$ cat src/rtl/ext_pipe_pkg.sv
// Shared definitions for the immediate/load-data extender: mode encodings and default widths.
package ext_pkg;
  localparam logic [2:0] EXT_SIGN   = 3'd0;
  localparam logic [2:0] EXT_ZERO   = 3'd1;
  localparam logic [2:0] EXT_UPPER  = 3'd2;
  localparam logic [2:0] EXT_BRANCH = 3'd3;
  localparam logic [2:0] EXT_BYTE_S = 3'd4;
  localparam logic [2:0] EXT_BYTE_Z = 3'd5;
  localparam logic [2:0] EXT_HALF_S = 3'd6;
  localparam logic [2:0] EXT_RSVD   = 3'd7;

  localparam int DEF_IN_W  = 16;
  localparam int DEF_OUT_W = 32;
  localparam int DEF_SHAMT = 2;
  localparam int DEF_TAG_W = 5;
endpackage

$ cat src/rtl/ext_pipe_if.sv
// Handshake bundle for ext_pipe: upstream beat channel, downstream result channel and err.
interface ext_pipe_if
  import ext_pkg::*;
#(
  parameter int IN_W  = DEF_IN_W,
  parameter int OUT_W = DEF_OUT_W,
  parameter int TAG_W = DEF_TAG_W
) ();
  // A beat moves on a channel at a rising edge where valid and ready are both high;
  // valid never waits on ready, and a held result stays stable until taken.
  logic             in_valid;
  logic             in_ready;
  logic [IN_W-1:0]  in_data;
  logic [2:0]       in_mode;
  logic [TAG_W-1:0] in_tag;
  logic             out_valid;
  logic             out_ready;
  logic [OUT_W-1:0] out_data;
  logic [TAG_W-1:0] out_tag;
  logic             err;

  modport master (
    output in_valid, in_data, in_mode, in_tag, out_ready,
    input  in_ready, out_valid, out_data, out_tag, err
  );

  modport slave (
    input  in_valid, in_data, in_mode, in_tag, out_ready,
    output in_ready, out_valid, out_data, out_tag, err
  );
endinterface

$ cat src/rtl/ext_pipe_core.sv
// Combinational extender: maps an IN_W-bit field to OUT_W bits according to the mode.
module ext_core
  import ext_pkg::*;
#(
  parameter int IN_W  = DEF_IN_W,
  parameter int OUT_W = DEF_OUT_W,
  parameter int SHAMT = DEF_SHAMT
) (
  input  logic [IN_W-1:0]  d,
  input  logic [2:0]       mode,
  output logic [OUT_W-1:0] result,
  output logic             rsvd
);
  localparam int EXT = OUT_W - IN_W;

  logic [OUT_W-1:0] sext;
  assign sext = {{EXT{d[IN_W-1]}}, d};

  always_comb begin
    result = '0;
    rsvd   = 1'b0;
    case (mode)
      EXT_SIGN:   result = sext;
      EXT_ZERO:   result = {{EXT{1'b0}}, d};
      EXT_UPPER:  result = {d, {EXT{1'b0}}};
      EXT_BRANCH: result = sext << SHAMT;
      EXT_BYTE_S: result = {{(OUT_W-8){d[7]}}, d[7:0]};
      EXT_BYTE_Z: result = {{(OUT_W-8){1'b0}}, d[7:0]};
      EXT_HALF_S: result = {{(OUT_W-16){d[15]}}, d[15:0]};
      default:    rsvd   = 1'b1;
    endcase
  end
endmodule

$ cat src/rtl/ext_pipe.sv
// Registered extender stage: main register M drives the outputs, skid register S absorbs
// the one beat that arrives while M is stalled, so in_ready depends only on flops.
module ext_pipe
  import ext_pkg::*;
#(
  parameter int IN_W  = DEF_IN_W,
  parameter int OUT_W = DEF_OUT_W,
  parameter int SHAMT = DEF_SHAMT,
  parameter int TAG_W = DEF_TAG_W
) (
  input logic        clk,
  input logic        rst_n,
  input logic        flush,
  ext_pipe_if.slave  bus
);
  logic [OUT_W-1:0] ext_result;
  logic             ext_rsvd;

  ext_core #(.IN_W(IN_W), .OUT_W(OUT_W), .SHAMT(SHAMT)) u_core (
    .d      (bus.in_data),
    .mode   (bus.in_mode),
    .result (ext_result),
    .rsvd   (ext_rsvd)
  );

  logic             m_valid, s_valid, err_q;
  logic [OUT_W-1:0] m_data, s_data;
  logic [TAG_W-1:0] m_tag, s_tag;
  logic             accept, m_free;

  assign accept = bus.in_valid & ~s_valid;
  // M can take a new value when it is empty or its current beat leaves this edge.
  assign m_free = ~m_valid | bus.out_ready;

  always_ff @(posedge clk or negedge rst_n) begin
    if (!rst_n) begin
      m_valid <= 1'b0;
      m_data  <= '0;
      m_tag   <= '0;
      s_valid <= 1'b0;
      s_data  <= '0;
      s_tag   <= '0;
      err_q   <= 1'b0;
    end else begin
      // A reserved mode marks err even when flush discards the beat itself.
      if (accept && ext_rsvd) err_q <= 1'b1;
      if (flush) begin
        m_valid <= 1'b0;
        s_valid <= 1'b0;
      end else if (m_free) begin
        if (s_valid) begin
          m_valid <= 1'b1;
          m_data  <= s_data;
          m_tag   <= s_tag;
          s_valid <= 1'b0;
        end else if (accept) begin
          m_valid <= 1'b1;
          m_data  <= ext_result;
          m_tag   <= bus.in_tag;
        end else begin
          m_valid <= 1'b0;
        end
      end else if (accept) begin
        s_valid <= 1'b1;
        s_data  <= ext_result;
        s_tag   <= bus.in_tag;
      end
    end
  end

  assign bus.in_ready  = ~s_valid;
  assign bus.out_valid = m_valid;
  assign bus.out_data  = m_data;
  assign bus.out_tag   = m_tag;
  assign bus.err       = err_q;
endmodule

$ cat src/flat_wrapper.sv
// flat-port wrapper written by rule: the top's interface ports become plain ports
module ext_pipe_flat import ext_pkg::*;
#(
  parameter int IN_W  = DEF_IN_W,
  parameter int OUT_W = DEF_OUT_W,
  parameter int SHAMT = DEF_SHAMT,
  parameter int TAG_W = DEF_TAG_W
)
  (clk, rst_n, flush, bus_in_valid, bus_in_data, bus_in_mode, bus_in_tag, bus_out_ready, bus_in_ready, bus_out_valid, bus_out_data, bus_out_tag, bus_err);
  ext_pipe_if #(.IN_W(IN_W), .OUT_W(OUT_W), .TAG_W(TAG_W)) bus_i ();
  input logic clk;
  input logic rst_n;
  input logic flush;
  input wire logic [$bits(bus_i.in_valid)-1:0] bus_in_valid;
  input wire logic [$bits(bus_i.in_data)-1:0] bus_in_data;
  input wire logic [$bits(bus_i.in_mode)-1:0] bus_in_mode;
  input wire logic [$bits(bus_i.in_tag)-1:0] bus_in_tag;
  input wire logic [$bits(bus_i.out_ready)-1:0] bus_out_ready;
  output wire logic [$bits(bus_i.in_ready)-1:0] bus_in_ready;
  output wire logic [$bits(bus_i.out_valid)-1:0] bus_out_valid;
  output wire logic [$bits(bus_i.out_data)-1:0] bus_out_data;
  output wire logic [$bits(bus_i.out_tag)-1:0] bus_out_tag;
  output wire logic [$bits(bus_i.err)-1:0] bus_err;
  assign bus_i.in_valid = bus_in_valid;
  assign bus_i.in_data = bus_in_data;
  assign bus_i.in_mode = bus_in_mode;
  assign bus_i.in_tag = bus_in_tag;
  assign bus_i.out_ready = bus_out_ready;
  assign bus_in_ready = bus_i.in_ready;
  assign bus_out_valid = bus_i.out_valid;
  assign bus_out_data = bus_i.out_data;
  assign bus_out_tag = bus_i.out_tag;
  assign bus_err = bus_i.err;
  ext_pipe #(.IN_W(IN_W), .OUT_W(OUT_W), .SHAMT(SHAMT), .TAG_W(TAG_W)) u_core (.clk(clk), .rst_n(rst_n), .flush(flush), .bus(bus_i));
endmodule
$ cat config.mk
export PLATFORM = sky130hd
export DESIGN_NAME = ext_pipe_flat
export DESIGN_NICKNAME = d
export VERILOG_FILES = /design/src/rtl/ext_pipe_pkg.sv /design/src/rtl/ext_pipe_if.sv /design/src/rtl/ext_pipe_core.sv /design/src/rtl/ext_pipe.sv /design/src/flat_wrapper.sv
export SDC_FILE = /design/constraint.sdc
export NUM_CORES = 1
export LEC_CHECK = 0
export ABC_AREA = 0
export CORE_ASPECT_RATIO = 0.7
export CORE_MARGIN = 10
export CORE_UTILIZATION = 45
export CTS_CLUSTER_DIAMETER = 30
export CTS_CLUSTER_SIZE = 14
export DETAILED_ROUTE_END_ITERATION = 8
export GPL_TIMING_DRIVEN = 0
export PLACE_DENSITY = 0.76
export SYNTH_ARGS = -nofsm -noshare
export SYNTH_HDL_FRONTEND = slang
export SYNTH_SLANG_ARGS = --single-unit
$ cat constraint.sdc
create_clock -name clk -period 2 [get_ports clk]
set_input_delay 0.6 -clock clk [delete_from_list [all_inputs] [get_ports clk]]
set_output_delay 0.6 -clock clk [all_outputs]
set_load 0.01 [all_outputs]
==> impl_metrics.json <==
{
  "status": "finished, final reports clean",
  "multi_input_comb_area_mm2": 0.00181,
  "areaGrowthSynthToFinish_pct": 33.3,
  "ys_seq_elements": 77,
  "synth.distinct_cells": 33,
  "layout_common_cells": "nand2_1 (97), dfrtp_1 (77), clkdlybuf4s50_1 (61)",
  "cp_max_fo": 10,
  "placed_cells": 636,
  "yosysSeqAreaShare_pct": 49.6,
  "dieHeight_um": 97.8,
  "async_flop_share_pct": 100,
  "maxCapViolations": 0,
  "first_iter_violations": 339,
  "cts.sinks": 77,
  "synth.avg_cell_area_um2": 8.70,
  "port_buffers": 68,
  "diodes": 0,
  "synthFlopType": "dfrtp_1",
  "critPathArrivalTime_ps": 2160,
  "grt_overflow": 0,
  "cts_buffer_depth": 2,
  "worstPathRequired_ps": 2220,
  "vdd_drop_max_mv": 0.503,
  "grtUsageMet1_pct": 26.5,
  "cts_root_buf": "clkbuf_16",
  "fillCellCount": 738,
  "grt_pass1_wl_um": 19300,
  "vias": 3691,
  "start_util_pct": 46.0,
  "use_met3_pct": 4.97,
  "slew_headroom_pct": 52.2,
  "fmax_mhz": 513,
  "avgRoutedWirePerCell_um": 18.2,
  "yosysTopAreaCell": "dfrtp_1",
  "synth_enable_flop_cells": 0,
  "criticalPathCategory": "in -> reg",
  "yosys-top-cells-area": "dfrtp_1 (50%), nand2_1 (9.4%), o21ai_0 (5.4%)",
  "synthCells": 447,
  "leakagePower_uw": 0.00222,
  "hpwl_um": 8770,
  "min_period_over_period_pct": 97.4,
  "fin_util_pct": 61.4,
  "finalNetCount": 557,
  "groute.usage.overall_pct": 18.8,
  "grt_antenna_before_repair": 0,
  "final_antenna_net_count": 0,
  "final_common_cell": "nand2_1",
  "slew_viol_final": 0,
  "cts_tree": "built",
  "power_density_mw_per_mm2": 911,
  "finClkSkew_ps": 6.70,
  "worstSetupStartpointType": "input pin",
  "synthesis.area_mm2": 0.00389,
  "grt_use_met2_pct": 28.1,
  "place_ws_ps": -597,
  "rsz0062_at_grt": "yes",
  "grt_most_used_layer": "met2",
  "tightest_slew_ps": 717,
  "seqCellArea_mm2": 0.00193,
  "drt-vias-per-instance": 5.65,
  "cts_hold_buf": 0,
  "ios": 69,
  "synth_nets": 476,
  "die_w_um": 131,
  "stdcell_count": 653,
  "drc": 0,
  "cts_buffers": 9,
  "clkLatencyLatePin_ps": 330,
  "rows": 28,
  "grt_max_degree": 64,
  "die-area_mm2": 0.0128,
  "grt_pass1_vias": 3662,
  "cts.clk_slew.worst_paths_ps": 60,
  "hp-class": "in -> async",
  "setup_ws_ps": 51.9,
  "finalSetupViolCount": 0,
  "drt-total-wl_um": 11900,
  "ctsHtreeMaxLevel": 3,
  "drive_gt1_share_pct": 12.8,
  "finalCriticalPeriod_ps": 1950,
  "hold_viol": 0,
  "synth_top_area_share_pct": 49.6,
  "core-area_mm2": 0.00844,
  "end_kind": "flop",
  "dr.pass1.iters": 5,
  "gp_congestion": 0.907,
  "yosysWarnings": 0
}
[synth_stat cells, drive strengths merged (12+ instances only)]
cell type and n:
buf 20, dfrtp 77, nand2 97, o21ai 63, a21oi 25, nor3 18, nand2b 21, nand3 16
a221oi 12, o41ai 13, clkbuf 20, nor2 22
[metal layers]
metal	wire, µm	vias to the layer above
li1	-	1740
met1	5530	1795
met2	5170	140
met3	1050	16
met4	131	0
met5	0	-
[power by group]
part | total (µW) | switching, µW | internal, µW
Clock | 1710 | 666 | 1050
Sequential | 2000 | 152 | 1850
Combinational | 1010 | 511 | 501
[final cells by class]
| type | instances | share of cell area (%) |
|---|---|---|
| sequential | 77 | 37.2 |
| multi-input combinational | 321 | 34.9 |
| timing repair buffer | 70 | 13.8 |
| clock buffer | 11 | 4.88 |
| buffer | 40 | 4.47 |
| tap | 120 | 2.90 |
| clock inverter | 5 | 1.26 |
| inverter | 9 | 0.652 |
[state kept, by name, indices dropped and copies added (netlist names)]
name                  count
u_core.s_valid            1
u_core.s_tag              5
u_core.bus.out_tag        5
u_core.bus.out_valid      1
u_core.bus.err            1
u_core.bus.out_data      32
u_core.s_data            32
[per-stage QoR]
stage	hold WS (ps)	TNS (ps)	instance area [µm²]	total power, µW
global route	128	-4.70	5180	4970
finish	122	0	5180	4720
detailed placement	455	-28730	4740	3020
CTS	123	-13.7	5130	4740
global placement	450	-202560	4720	2980
floorplan	304	0	3890	2490
[critical path, cell delays in order]
cell             delay (ps)
clkdlybuf4s50_1         420
nand2b_4                160
or3_1                   340
buf_2                   180
buf_6                   160
a221oi_1                230
nor2_1                   60
[cell families after synthesis]
logic type	share of synthesized area, %
buffers and inverters	5.83
AOI/OAI and AO/OA	22.0
DFF	49.6
and+or+nand+nor	20.6
muxes	1.80
adders and majority gates	0.257
[what timing repair did]
item                                    in CTS  in global routing
pin swaps                                    1                  0
endpoints found under the setup margin      53                 63
resized for setup                           25                 28
setup buffers                                1                  0
cloned                                       0                  0
[final timing paths]
kind | cells past startpoint | startpoint | end | slack, ps
setup / recovery | 7 | bus_out_ready | u_core.s_data[4] | 50
min in group clk | 2 | u_core.bus.err | u_core.bus.err | 470
hold reg to reg | 2 | u_core.bus.err | u_core.bus.err | 470
hold / removal | 1 | rst_n | u_core.bus.out_data[0] | 120
max in group asynchronous | 2 | rst_n | u_core.bus.out_data[10] | 1290
setup reg to reg | 7 | u_core.s_valid | u_core.s_data[4] | 240
Note: power is estimated with default switching activity, not from simulation.
